===== config.mk =====
export PLATFORM = sky130hd
export DESIGN_NAME = logic_op_pipe
export DESIGN_NICKNAME = d
export VERILOG_FILES = /design/src/rtl/logic_op_pipe.sv
export SDC_FILE = /design/constraint.sdc
export NUM_CORES = 1
export LEC_CHECK = 0
export CORE_MARGIN = 4
export CORE_UTILIZATION = 57
export DETAILED_ROUTE_END_ITERATION = 8
export DONT_BUFFER_PORTS = 1
export PLACE_DENSITY = 0.75
export SLEW_MARGIN = 5
export SYNTH_ARGS = -nofsm -noshare
export SYNTH_HDL_FRONTEND = slang
export SYNTH_SLANG_ARGS = --single-unit

===== constraint.sdc =====
create_clock -name clk -period 1.61 [get_ports clk]
set_input_delay 0.161 -clock clk [delete_from_list [all_inputs] [get_ports clk]]
set_output_delay 0.161 -clock clk [all_outputs]
set_load 0.01 [all_outputs]

===== src/rtl/logic_op_pipe.sv =====
// Two-stage valid/ready pipeline applying a bitwise logic op to operands a/b.
// Optional build macro LOGIC_OP_PIPE_PARITY_EN adds a registered result parity output.
module logic_op_pipe #(
  parameter int unsigned WIDTH = 8
) (
  input  logic             clk,
  input  logic             rst,
  input  logic             in_valid,
  output logic             in_ready,
  input  logic [WIDTH-1:0] a,
  input  logic [WIDTH-1:0] b,
  input  logic [2:0]       op,
  output logic             out_valid,
  input  logic             out_ready,
  output logic [WIDTH-1:0] result,
  output logic             op_err,
  output logic             res_zero,
`ifdef LOGIC_OP_PIPE_PARITY_EN
  output logic             parity,
`endif
  output logic [15:0]      txn_cnt
);

  typedef enum logic [2:0] {
    OP_AND   = 3'd0,
    OP_OR    = 3'd1,
    OP_NOT_A = 3'd2,
    OP_XOR   = 3'd3,
    OP_XNOR  = 3'd4,
    OP_NAND  = 3'd5,
    OP_ILL6  = 3'd6,
    OP_ILL7  = 3'd7
  } op_e;

  // Stage 1: captured operands
  logic             s1_valid_q, s1_valid_d;
  logic [WIDTH-1:0] s1_a_q, s1_a_d;
  logic [WIDTH-1:0] s1_b_q, s1_b_d;
  op_e              s1_op_q, s1_op_d;

  // Stage 2: computed result and flags
  logic             s2_valid_q, s2_valid_d;
  logic [WIDTH-1:0] s2_res_q, s2_res_d;
  logic             s2_err_q, s2_err_d;
  logic             s2_zero_q, s2_zero_d;
`ifdef LOGIC_OP_PIPE_PARITY_EN
  logic             s2_par_q, s2_par_d;
`endif

  logic [15:0]      cnt_q, cnt_d;

  logic             in_hs;
  logic             out_hs;
  logic             s2_load;
  logic [WIDTH-1:0] calc_res;
  logic             calc_err;

  // S1 advances whenever S2 is free or draining; in_ready never looks at in_valid
  always_comb begin
    out_hs   = s2_valid_q && out_ready;
    s2_load  = s1_valid_q && (!s2_valid_q || out_hs);
    in_ready = !s1_valid_q || s2_load;
    in_hs    = in_valid && in_ready;
  end

  always_comb begin
    calc_res = '0;
    calc_err = 1'b0;
    unique case (s1_op_q)
      OP_AND:   calc_res = s1_a_q & s1_b_q;
      OP_OR:    calc_res = s1_a_q | s1_b_q;
      OP_NOT_A: calc_res = ~s1_a_q;
      OP_XOR:   calc_res = s1_a_q ^ s1_b_q;
      OP_XNOR:  calc_res = ~(s1_a_q ^ s1_b_q);
      OP_NAND:  calc_res = ~(s1_a_q & s1_b_q);
      OP_ILL6,
      OP_ILL7: begin
        calc_res = '0;
        calc_err = 1'b1;
      end
      default: begin
        calc_res = '0;
        calc_err = 1'b1;
      end
    endcase
  end

  always_comb begin
    s1_valid_d = s1_valid_q;
    s1_a_d     = s1_a_q;
    s1_b_d     = s1_b_q;
    s1_op_d    = s1_op_q;
    s2_valid_d = s2_valid_q;
    s2_res_d   = s2_res_q;
    s2_err_d   = s2_err_q;
    s2_zero_d  = s2_zero_q;
`ifdef LOGIC_OP_PIPE_PARITY_EN
    s2_par_d   = s2_par_q;
`endif
    cnt_d      = cnt_q;

    if (in_hs) begin
      s1_valid_d = 1'b1;
      s1_a_d     = a;
      s1_b_d     = b;
      s1_op_d    = op_e'(op);
    end else if (s2_load) begin
      s1_valid_d = 1'b0;
    end

    if (s2_load) begin
      s2_valid_d = 1'b1;
      s2_res_d   = calc_res;
      s2_err_d   = calc_err;
      s2_zero_d  = (calc_res == '0);
`ifdef LOGIC_OP_PIPE_PARITY_EN
      s2_par_d   = ^calc_res;
`endif
    end else if (out_hs) begin
      s2_valid_d = 1'b0;
    end

    if (out_hs) begin
      cnt_d = cnt_q + 16'd1;
    end
  end

  always_ff @(posedge clk) begin
    if (rst) begin
      s1_valid_q <= 1'b0;
      s1_a_q     <= '0;
      s1_b_q     <= '0;
      s1_op_q    <= OP_AND;
      s2_valid_q <= 1'b0;
      s2_res_q   <= '0;
      s2_err_q   <= 1'b0;
      s2_zero_q  <= 1'b0;
`ifdef LOGIC_OP_PIPE_PARITY_EN
      s2_par_q   <= 1'b0;
`endif
      cnt_q      <= '0;
    end else begin
      s1_valid_q <= s1_valid_d;
      s1_a_q     <= s1_a_d;
      s1_b_q     <= s1_b_d;
      s1_op_q    <= s1_op_d;
      s2_valid_q <= s2_valid_d;
      s2_res_q   <= s2_res_d;
      s2_err_q   <= s2_err_d;
      s2_zero_q  <= s2_zero_d;
`ifdef LOGIC_OP_PIPE_PARITY_EN
      s2_par_q   <= s2_par_d;
`endif
      cnt_q      <= cnt_d;
    end
  end

  assign out_valid = s2_valid_q;
  assign result    = s2_res_q;
  assign op_err    = s2_err_q;
  assign res_zero  = s2_zero_q;
`ifdef LOGIC_OP_PIPE_PARITY_EN
  assign parity    = s2_par_q;
`endif
  assign txn_cnt   = cnt_q;

endmodule


Yosys cells after proc, flatten, opt, wreduce, memory -nomap -nowiden
Index checks and enable logic that the tools add are counted.
{ "word_totals": {"reg_bits": 47, "latchBits": 0, "ram_bits": 0, "mem_bits_ro": 0, "in_bits": 23, "out_inout_bits": 28, "word_cells": 41, "n_memories": 0} }
{ "op_classes": {"add_sub_neg": 1, "multipliers": 0, "div_mod_pow": 0, "magnitude_cmp": 0, "n_eq_ne": 7, "shifts": 0, "mux": 6, "bitwise": 6, "reduce_logical": 12} }
{ "ops": {"columns": ["cell", "n"], "rows": [
  ["8-bit case mux with 7 select lines", 1],
  ["8-bit inverter", 3],
  ["16-bit by 1-bit adder with 16-bit output, second input constant", 1],
  ["3-bit equality test, second input constant", 4],
  ["8-bit bitwise AND", 1],
  ["8-bit zero test", 1],
  ["8-bit OR", 1],
  ["8-bit XOR", 1],
  ["3-bit by 2-bit equality test with 1-bit output, second input constant", 2],
  ["1-bit 2-to-1 mux", 5],
  ["2-bit nonzero test", 2],
  ["3-bit by 1-bit equality test with 1-bit output, second input constant", 1],
  ["1-bit logical AND", 3],
  ["3-bit zero test", 1],
  ["1-bit zero test", 2],
  ["1-bit logical OR", 2],
  ["2-bit OR reduction", 1]
]} }

Depth between registers and ports, before layout
Gate-level depths: netlist of run 1.
{ "depth": {"ltp_word": 6, "mapped_depth": 8} }

Worst setup path before layout of run 1
OpenSTA, ideal clock, no wires.
{ "synth_timing": {"kind": "reg-to-reg", "from": "reg s1_op_q[2]", "to": "reg s2_zero_q (netlist: res_zero)", "setup_ns": 0.116, "arrival_ns": 1.654, "t_required_ns": 1.494, "setup_slack_ns": -0.160, "path_stages_with_launch": 8, "path_buffers": 2, "synth_period_minus_slack_ns": 1.770, "cell_sequence": "dfxtp_1 > buf_2 > buf_2 > mux2_2 > o211ai_1 > o221ai_1 > and4_1 > a31o_2"} }
{ "synth_via": {"elab_chain_cells": 4, "word_cells_on_any_way": 11, "cone_classes": "eq/ne: 7; mux: 1; reduce/logical: 3"} }
{ "synth_rtl": {"columns": ["item", "line_no", "source"], "rows": [
  ["from (decl)", "39", "op_e s1_op_q, s1_op_d;"],
  ["from (signal assigned)", "146", "s1_op_q <= s1_op_d;"],
  ["3-bit equality test", "69", "unique case (s1_op_q)"],
  ["2-bit OR reduction", "69", null],
  ["8-bit case mux with 7 select lines *", "69", null],
  ["8-bit zero test *", "115", "s2_zero_d = (calc_res == '0);"],
  ["to (signal assigned)", "150", "s2_zero_q <= s2_zero_d;"],
  ["to (decl)", "45", "logic s2_zero_q, s2_zero_d;"]
]} }
Every way passes the cells marked *; elsewhere a longest branch is shown, timed or not.
A chain may end at the register's enable or synchronous reset.

Worst setup path after layout of run 1
{ "layout_timing": {"from": "reg s1_a_q[1]", "to": "reg s2_zero_q (netlist: res_zero)"} }
{ "layout_via": {"elab_chain_cells": 4, "word_cells_on_any_way": 8, "cone_classes": "mux: 1; bitwise: 6; reduce/logical: 1"} }
{ "layout_rtl": {"columns": ["item", "line_no", "source"], "rows": [
  ["from (decl)", "37", "logic [WIDTH-1:0] s1_a_q, s1_a_d;"],
  ["from (signal assigned)", "131", "s1_a_q <= '0;"],
  ["from (signal assigned)", "144", "s1_a_q <= s1_a_d;"],
  ["8-bit bitwise AND or 8-bit XOR (tied branches)", null, null],
  ["8-bit inverter (on tied branches)", "75, 74", null],
  ["8-bit case mux with 7 select lines *", "69", null],
  ["8-bit zero test *", "115", null]
]} }
Marks and branches as above.

==> results.md, run 1 <==
- Status: finished, violations left
- Failing checks: negative setup slack
- Arrival @ worst endpoint: 1.90 ns
- Routed wire length: 6468 µm
- Drt first pass iters: 4
- Pwr/cell area: approximately 750 nW/µm²
- CTS root buf: clkbuf_8
- Post-synthesis sequential area ratio: around 38%
- Synthesized area per cell: slightly below 8 µm²
- Fin crit share: 105.7%
- CORE AREA: approximately 4000 µm²
- Reg2Reg Launch Point: s1_a_q[1]
- Vias in the first global route: 2217
- Die X: around 74 µm
- Dpl ws: -0.1209 ns
- Yosys cell types: 39
- Final HPWL DP: about 4000 µm
- CTS Buffer Depth: 2
- Crit. End Element: flip-flop
- Overflow after GRT: 0
- Ports: between 50 and 60
- Post-Syn Nets: 360
- CTS buffer count: 5
- Residual DRC: 0
- Die area: roughly 5500 µm²
- VDD IR-drop max: around 770 µV
- WHS Path Cells: 2
- Placed cell count: 390
- Top sig layer: met4
- Wire length on met3: 393 µm
- CP startpoint: s1_a_q[1]
- Final setup fails: 4
- Final ANT Viol Nets: 0
- Worst EP required: between 1.5 and 2 ns
- Max incr delay on CP: 0.37 ns
- Final hold violation count: 0
- Slew headroom: 76.97%
- Critical path's slowest cell: or3_1
- Top cell type's share of synthesized area: between 30% and 40%
- RSZ-0062 raised after global routing: yes
- Final #Nets: 410
- H-tree depth: 2
- Die H: ~74 µm
- Lkg Pwr: ~0.0013 µW
- R2R depth: 7
- First-pass GRT wire length: 9798 µm
- Synth area leaders: dfxtp_1 38%, nand2_1 9.2%, ha_1 8.5%
- Row count: 23
- Synth area leader: dfxtp_1
- Critical Path Start Type: flip-flop
- Slew Viols, Final: 0
- Routed len/inst: 15.36 µm
- Routed vias/inst: about 5.7
- Least-Margin Pin Slew: roughly 0.35 ns
- CP max FO: 2
- GRT Util Overall: approximately 23%
- Non-filler cells in the finished layout: approximately 420
- Async S/R FF share, synth: 0%
- DRT met1 WL: 2795 µm
- Via count: 2383
- Critical path cell sequence: inv_2 -> ha_4 -> or3_1 -> a21oi_1 -> nor2_1 -> and4_1 -> a31o_2
- Post-synth EDFFs: 0
- Metal2 WL: approximately 3100 µm
- Max-cap violation count: 0
- CTS tree: built
- Final worst setup slack: -0.09126 ns
- Antenna diodes: 0
- Initial Utilization: roughly three fifths
- CP endpoint: res_zero
- Mapped Area: 2490 µm²
- Fmax achieved: 587.8 MHz
- Synth Flop Type: dfxtp_1
- Yosys warns: 0
- Yosys reg bits: 47
- Initial antenna violation count: 0
- Crit Reg-Reg Endpoint: res_zero
- Worst skew pair latency: around 0.30 ns
- Largest net degree at the start of global routing: 47
- Layout Skew: 0.004305 ns
- Cells after Synth: 320
- Fin crit period: ~1.7 ns
- IO Port Bufs: 0
- Hold_ws: around 0.0017 ns
- Clock transition at the registers of the reported paths: about 0.08 ns
- Critical setup path kind: reg2reg
- Clk sinks: between 40 and 50
- R2r setup slk: -0.09 ns
- Final Wtd Congestion: between 0.7 and 0.8
- DR iter-0 viols: 96
- Layout cells sized above 1: about a third
- HP Class: in2reg
- Post-synthesis to final-layout area growth: 33.72%
## worst max-delay path, delay by kind of cell (launching register included)
| kind | cells | cell delay (ns) |
|---|---|---|
| adder cells (fa/ha/maj) | 1 | 0.23 |
| AND/OR/NAND/NOR | 3 | 0.66 |
| AO/OA/AOI/OAI | 2 | 0.31 |
| flip-flops | 1 | 0.34 |
| buffers and inverters | 1 | 0.05 |
## per-stage QoR
step | util, % | setup TNS, ns | area (µm²) | power (µW)
floorplan | - | -0.03591 | 2531 | 1523
global placement | 67.98 | -0.08607 | 2798 | 1619
detailed placement | 67.98 | -0.3210 | 2798 | 1635
CTS | 77.08 | -0.1155 | 3172 | 2435
global route | 80.91 | -0.7572 | 3329 | 2601
finish | 80.91 | -0.1730 | 3329 | 2491
## cell type report
| cell class | count | area [µm²] |
|---|---|---|
| Multi-Input combinational cell | 234 | 1582 |
| Sequential cell | 47 | 980.9 |
| Fill cell | 266 | 785.8 |
| Timing Repair Buffer | 62 | 531.8 |
| Clock buffer | 7 | 86.33 |
| Inverter | 20 | 81.33 |
| Tap cell | 50 | 62.56 |
| Clock inverter | 1 | 5.005 |
## timing repair
item / CTS / global route
buffers inserted: 6 / 2
gates cloned: 0 / 0
resized for setup: 27 / 39
pin swaps: 14 / 10
hold endpoints to repair: 46 / 0
endpoints found under the setup margin: 10 / 12
hold buffers: 16 / 0
## state kept, by name, summed over array words and instances, names as in the netlist
name        count
txn_cnt        16
op_err          1
s1_op_q         3
out_valid       1
s1_valid_q      1
res_zero        1
result          8
s1_a_q          8
s1_b_q          8
## how the worst min path moves through the flow
stage | startpoint | end | slack (ns)
2_1_floorplan | in_valid | s1_valid_q | 0.28
3_3_place_gp | rst | s1_a_q[0] | 0.23
3_5_place_dp | rst | s1_op_q[2] | 0.23
4_1_cts | a[2] | s1_a_q[2] | 0.001
5_1_grt | a[2] | s1_a_q[2] | 0.002
6_report | a[0] | s1_a_q[0] | 0.002
## cell families after synthesis
group / synth area share [%]
flops: 37.79
compound gates: 16.08
xor+xnor: 4.221
fa+ha+maj: 8.543
buf+inv: 6.080
simple gates: 23.47
mux: 3.819
## cells in the mapped netlist, types with 5 or more instances
cell and instances:
clkbuf_1 15, nand4_1 6, ha_1 17, a21oi_1 35
nand2_1 61, o221ai_1 5, nor2_1 37, a211oi_1 5
dfxtp_1 47, xor2_1 9, mux2i_1 5, inv_1 18
o21ai_0 6
## power by group
part / total (µW) / switching, µW / internal [µW]
combinational: 505 / 252 / 254
clock: 730 / 383 / 347
sequential: 1260 / 50.7 / 1210
## routing by layer
metal	vias to the layer above	GRT usage (%)
li1	1175	-
met1	1122	30.02
met2	74	37.40
met3	12	4.865
met4	0	7.243
met5	-	0
## cells in the final DEF, fill, tap and decap left out, types with 6 or more instances in the layout
master         netlist  routed
a21oi_1             35      32
buf_4                0      44
clkbuf_8             0       6
dfxtp_1             47      25
dfxtp_2              0      17
dlygate4sd3_1        0      15
ha_2                 0       9
inv_1               18      11
inv_2                0       7
nand2_1             61      61
nand4_1              6       6
nor2_1              37      36
xor2_1               9       9
No activity file was read; power rests on OpenSTA's default activity.
==> inputs of run 2 (changes only) <==
--- a/config.mk
+++ b/config.mk
@@ -6,10 +6,9 @@
 export NUM_CORES = 1
 export LEC_CHECK = 0
 export CORE_MARGIN = 4
-export CORE_UTILIZATION = 57
+export CORE_UTILIZATION = 35
 export DETAILED_ROUTE_END_ITERATION = 8
 export DONT_BUFFER_PORTS = 1
-export PLACE_DENSITY = 0.75
 export SLEW_MARGIN = 5
 export SYNTH_ARGS = -nofsm -noshare
 export SYNTH_HDL_FRONTEND = slang
==> run 2 against run 1 <==
Effect of this change: the run still ends with negative setup slack left; first-iteration DRC count fell by 17%; largest cell class unchanged; highest routed layer unchanged; critical endpoint unchanged; die area rose by 55%; fmax rose by 1.7%.
==> results.md, run 2 (synthesized netlist as in run 1, its figures left out) <==
- Status: finished, violations left
- Failing checks: negative setup slack
- Fmax achieved: 598.0 MHz (+1.7%)
- Clock transition at the registers of the reported paths: 0.10 ns (+0.02 ns)
- Row count: 30 (+30%)
- IO Port Bufs: 0 (unchanged)
- Hold_ws: 0.1171 ns (+0.1154 ns)
- Layout cells sized above 1: 31.10% (-3.9 points)
- Max reg flops: 16 (unchanged)
- Final #Nets: 412 (+0.49%)
- Overflow after GRT: 0 (unchanged)
- Pwr/cell area: 808.4 nW/µm² (+8.1%)
- Layout Skew: 0.01053 ns (+0.006223 ns)
- Pwr Total: 2739 µW (+10%)
- Most frequent cells in the layout: 61 x nand2_1, 42 x buf_4, 36 x nor2_1
- Flop pwr share: 46.1% (-4.3 points)
- GRT Util Overall: 15.21% (-7.6 points)
- Gate power share: 17.1% (-3.2 points)
- DR iter-0 viols: 80 (-17%)
- HP Class: in2reg
- CTS Buffer Depth: 2 (unchanged)
- Least-Margin Pin Slew: 0.4295 ns (+0.08414 ns)
- Final setup fails: 3 (-1)
- Largest net degree at the start of global routing: 47 (unchanged)
- Critical Path Start Type: flip-flop
- Initial Utilization: 36.25% (-24 points)
- Clock Power Share: 36.8% (+7.5 points)
- Fin crit share: 103.9% (-1.8 points)
- Antenna diodes: 0 (unchanged)
- First-pass GRT wire length: 10490 µm (+7.1%)
- Drt first pass iters: 4 (unchanged)
- Die H: 92.35 µm (+25%)
- Residual DRC: 0 (unchanged)
- RSZ-0062 raised after global routing: yes
- CORE AREA: 6869 µm² (+67%)
- CP max FO: 4 (+2)
- Post-synthesis to final-layout area growth: 36.08%
- Fin crit period: 1.672 ns (-0.02888 ns)
- Worst skew pair latency: 0.31 ns (about the same)
- Via count: 2313 (-2.9%)
- Clk sinks: 47 (unchanged)
- Routed vias/inst: 4.932 (-13%)
- Slew headroom: 71.36% (-5.6 points)
- H-tree depth: 2 (unchanged)
- Final hold violation count: 0 (unchanged)
- Final Wtd Congestion: 0.7881 (-0.54%)
- Slew Viols, Final: 0 (unchanged)
- Crit. End Element: flip-flop
- TNS Setup: -0.1019 ns (+0.07105 ns)
- VDD IR-drop max: 323.2 µV (-58%)
- Core Util, Final: 49.33% (-32 points)
- Vias in the first global route: 2207 (-0.45%)
- CTS tree: built
- CTS buffer count: 5 (unchanged)
- Sw Pwr: 724.3 µW (+5.7%)
- Worst EP required: 1.82 ns (about the same)
- Final worst setup slack: -0.06238 ns (+0.02888 ns)
- Arrival @ worst endpoint: 1.88 ns (-0.02 ns)
- Routed wire length: 6455 µm (-0.20%)
- Routed len/inst: 13.76 µm (-10%)
- Critical setup path kind: reg2reg
- CTS root buf: clkbuf_8
- Switching part of the total: 26.44% (-1.1 points)
- Final HPWL DP: 4428 µm (+8.2%)
- Final ANT Viol Nets: 0 (unchanged)
- Initial antenna violation count: 0 (unchanged)
- Commonest non-fill, non-tap cell in the layout: nand2_1
- Lkg Pwr: 0.001324 µW (+1.9%)
- Die area: 8528 µm² (+55%)
- Ports: 51 (unchanged)
- Internal: 2015 µW (+12%)
- Die X: 92.35 µm (+25%)
- Max-cap violation count: 0 (unchanged)
run 2: changes by cell type in the layout (fill, tap and decap cells not counted), sizes merged:
| cell | delta |
|---|---|
| clkinv | -1 |
| clkbuf | -1 |
| buf | -3 |
| dlygate4sd3 | +5 |
| inv | +1 |
| bufinv | +1 |
run 2: through the flow:
step	setup slack, ns	instances	cell area, µm²
2_1_floorplan	-0.01145	320	2531
3_3_place_gp	-0.08765	438	2870
3_5_place_dp	-0.1398	438	2870
4_1_cts	-0.06975	468	3278
5_1_grt	-0.1296	469	3388
6_report	-0.06238	469	3388
run 2: what timing repair did:
item / in CTS / in global routing
endpoints found under the hold margin: 46 / 0
buffers inserted: 1 / 1
gates resized for setup: 21 / 29
pin swaps: 9 / 5
hold buffers: 21 / 0
setup endpoints to repair: 18 / 11
run 2: per-layer routing:
layer | global-route usage [%] | part of all wire (%) | routed length (µm)
met1 | 19.60 | 46 | 2985
met3 | 4.062 | 5.0 | 325
met5 | 0 | 0 | 0
met4 | 4.950 | 1.6 | 103
met2 | 24.65 | 47 | 3041
run 2: final cells by class:
type                            instances  area, µm²
Multi-Input combinational cell        234       1529
Sequential cell                        47      975.9
Clock inverter                          2      41.29
Clock buffer                            6      93.84
Tap cell                               96      120.1
Fill cell                             671       3481
Inverter                               20      81.33
Timing Repair Buffer                   64      546.8
run 2: worst paths after layout:
kind / from / end / slack, ns / cells past startpoint
max: s1_a_q[7] / res_zero / -0.06 / 6
min: rst / res_zero / 0.12 / 2
max reg2reg: s1_a_q[7] / res_zero / -0.06 / 6
min reg2reg: s1_b_q[5] / s1_b_q[5] / 0.47 / 2
run 2: worst max-delay path, cell delays in order, from the launching register on:
cell and delay, ns:
dfxtp_2 0.35, ha_1 0.22, a221o_1 0.36, o22ai_1 0.14
a31oi_1 0.09, and4_1 0.19, a31o_2 0.24
run 2: power groups by stage:
stage	Clock [µW]	Combinational, µW	Sequential (µW)
global route	1090	522	1270
floorplan	0	259	1260
detailed placement	0	348	1290
CTS	1040	426	1260
global placement	0	342	1280
finish	1010	467	1260
==> edit, RTL diff (flow settings as in run 1) <==
Build with the macro `LOGIC_OP_PIPE_PARITY_EN` defined.
--- a/src/rtl/logic_op_pipe.sv
+++ b/src/rtl/logic_op_pipe.sv
@@ -2,2 +2,4 @@
 // Optional build macro LOGIC_OP_PIPE_PARITY_EN adds a registered result parity output.
+`define LOGIC_OP_PIPE_PARITY_EN
+
 module logic_op_pipe #(
Formal check against the unedited RTL (old outputs only; new: parity): equivalent (equiv_simple and equiv_induct, registers matched by name and starting in step).
==> edit against run 1 <==
  * The run still ends with setup timing left
  * Cell area grew 16%
  * Area after synthesis grew 7.0%
  * Power grew 14%
  * Sequential cell count grew 1
  * Sequential share of layout area shrank 3.8 points
  * Global-route usage grew 3.8 points
  * Routed wire length grew 49%
  * Combinational power grew 54%
  * Clock power grew 5.5%
  * Worst setup slack lost 500 ps
  * Critical path depth grew 3
  * Critical path type unchanged
==> edit: results (changes against run 1) <==
Clock tree
  • Clk slew on worst S/H paths: 100 ps (+20 ps)
  • Num CTS Buffers: 5 (unchanged)
  • # H-tree levels: 2 (unchanged)
  • Clock Latency Late Sink: 320 ps (+20 ps)
  • Max clock buf depth: 2 (unchanged)
  • Root Buffer: clkbuf_8

Placed design
  • Port-buffer cells: 0 (unchanged)
  • GP Congestion: 0.830 (+4.8%)
  • Hpwl dp: 4420 um (+7.9%)
  • Cells after DPL: 418 (+7.2%)

Global routing
  • Largest net degree at the start of global routing: 41 (-13%)
  • Vias in the first global route: 2,749 (+24%)
  • Total track usage: 26.6% (+3.8 points)
  • First-pass GRT wire length: 12,800 um (+31%)
  • Initial antenna violation count: 0 (unchanged)

Outcome
  • Status: complete, but fails checks
  • Failing checks: setup timing

STA
  • Worst Skew: 18.1 ps (+13.7 ps)
  • Worst Setup Slack, final: -594 ps (-502 ps)
  • Rel. slew slack: 70.9% (-6.0 points)
  • Setup_tns: -1110 ps (-940 ps)
  • Endpoints failing setup: 5 (+1)
  • Final Hold Viols: 0 (unchanged)

Hold path
  • Hold endpoint: s1_a_q[3]
  • Hold Crit Class: in2reg
  • Worst Hold Launch: a[3]
  • WHS Path Cells: 2 (unchanged)

Synthesis
  • Top cells by area, synth: dfxtp_1 36%, ha_1 9.9%, nand2_1 7.6%
  • Warnings from Yosys: 0 (unchanged)
  • Syn Nets: 383 (+6.4%)
  • Synth async-reset ratio: 0% (unchanged)
  • Seq/Total Area, Yosys: 36.1% (-1.7 points)
  • Most frequent cells after synthesis: 54 x nand2_1, 48 x dfxtp_1, 34 x nor2_1, 30 x a21oi_1, 21 x ha_1
  • Cell variety after synth: 40 (+2.6%)
  • Syn avg cell area: 7.86 sq um (+1.0%)

Layout
  • Nets: 459 (+12%)
  • Non-Filler Instances: 468 (+11%)
  • Layout cells sized above 1: 35.6% (+0.54 points)
  • # diodes: 0 (unchanged)
  • Largest register FFs: 16 (unchanged)
  • Fill count: 225 (-15%)

Pwr
  • Internal: 1.95 mW (+7.8%)
  • Lkg Pwr: 1.55 nW (+19%)
  • VDD IR max: 585 uV (-24%)

Detailed routing
  • WL final: 9660 um (+49%)
  • DR vias/cell: 6.15 (+8.6%)
  • Drt pass-1 iters: 5 (+1)
  • Starting DRT DRC Count: 337 (+250%)

Setup path
  • R2R Path End: parity
  • Worst Reg-to-Reg Cells: 10 (+3)
  • CP Max Fanout: 2 (unchanged)
  • Worst R2R Start: s1_b_q[5]
-- edit: cell count changes after synthesis, sizes merged, moves of 5 or more --
cell    delta
nor2b      +8
a21oi      -5
xnor2      +6
o221ai     -5
nand2      -7
o21ai      +5
nand2b     +9
-- edit: what timing repair did --
| item | CTS | global route |
|---|---|---|
| hold buffers | 21 | 1 |
| cloned | 0 | 1 |
| endpoints found under the hold margin | 40 | 1 |
| endpoints found under the setup margin | 4 | 5 |
| pin swaps | 37 | 23 |
| buffers inserted | 14 | 8 |
| gates resized for setup | 47 | 29 |
-- edit: how the worst max path moves through the flow --
stage | slack (ps) | endpoint | cells after the start | from
final | -590 | parity | 10 | s1_b_q[5]
after detailed placement | -460 | parity | 10 | s1_a_q[7]
after CTS | -350 | parity | 9 | s1_a_q[1]
after floorplan | -230 | parity | 10 | s1_b_q[5]
after global placement | -380 | parity | 10 | s1_a_q[6]
after global routing | -630 | parity | 10 | s1_a_q[5]
-- edit: critical path: stages (launching register included) --
cell and delay (ps):
dfxtp_2 350, inv_1 70, ha_4 280, nand2b_4 110, a31oi_1 90, nor2_1 240, nor2_1 100, ha_1 350
xnor2_2 220, xnor2_1 120, a211oi_2 200
-- edit: layer usage --
layer / track usage (%) / vias to the layer above / share of wire (%) / routed length, um
li1: - / 1293 / - / -
met5: 0 / - / 0 / 0
met3: 6.74 / 33 / 8.2 / 790
met2: 44.7 / 182 / 50 / 4810
met1: 32.4 / 1370 / 37 / 3610
met4: 11.1 / 0 / 4.7 / 452
-- edit: stage by stage --
stage	instance area [sq um]	util [%]	hold slack, ps	setup WS [ps]
6_report	3850	86.7	0.464	-594
5_1_grt	3850	86.7	5.63	-633
4_1_cts	3670	82.7	0.202	-348
3_5_place_dp	3020	67.9	232	-459
3_3_place_gp	3020	67.9	230	-379
2_1_floorplan	2690	-	289	-226
-- edit: power by group through the flow --
stage	clock [mW]	combinational (mW)	sequential, mW
final	0.770	0.779	1.29
after global routing	0.831	0.830	1.30
after floorplan	0	0.308	1.30
after detailed placement	0	0.433	1.31
after CTS	0.749	0.637	1.29
after global placement	0	0.415	1.31
-- edit: cell families (layout without fill, tap and decap cells) --
logic type | count (synthesis) | after routing | share of synthesized area, %
AND/OR/NAND/NOR | 145 | 145 | 26.4
flip-flops | 48 | 48 | 36.1
buffers and inverters | 40 | 117 | 6.43
adder cells (fa/ha/maj) | 21 | 21 | 9.86
XOR/XNOR | 14 | 14 | 4.60
AO/OA/AOI/OAI | 68 | 68 | 15.4
multiplexers | 3 | 3 | 1.22
-- edit: layout make-up --
class | instances | area share (%)
Clock inverter | 3 | 0.617
Tap cell | 52 | 1.69
Inverter | 20 | 2.01
Sequential cell | 48 | 25.6
Clock buffer | 5 | 1.79
Multi-Input combinational cell | 251 | 48.7
Timing Repair Buffer | 89 | 19.5
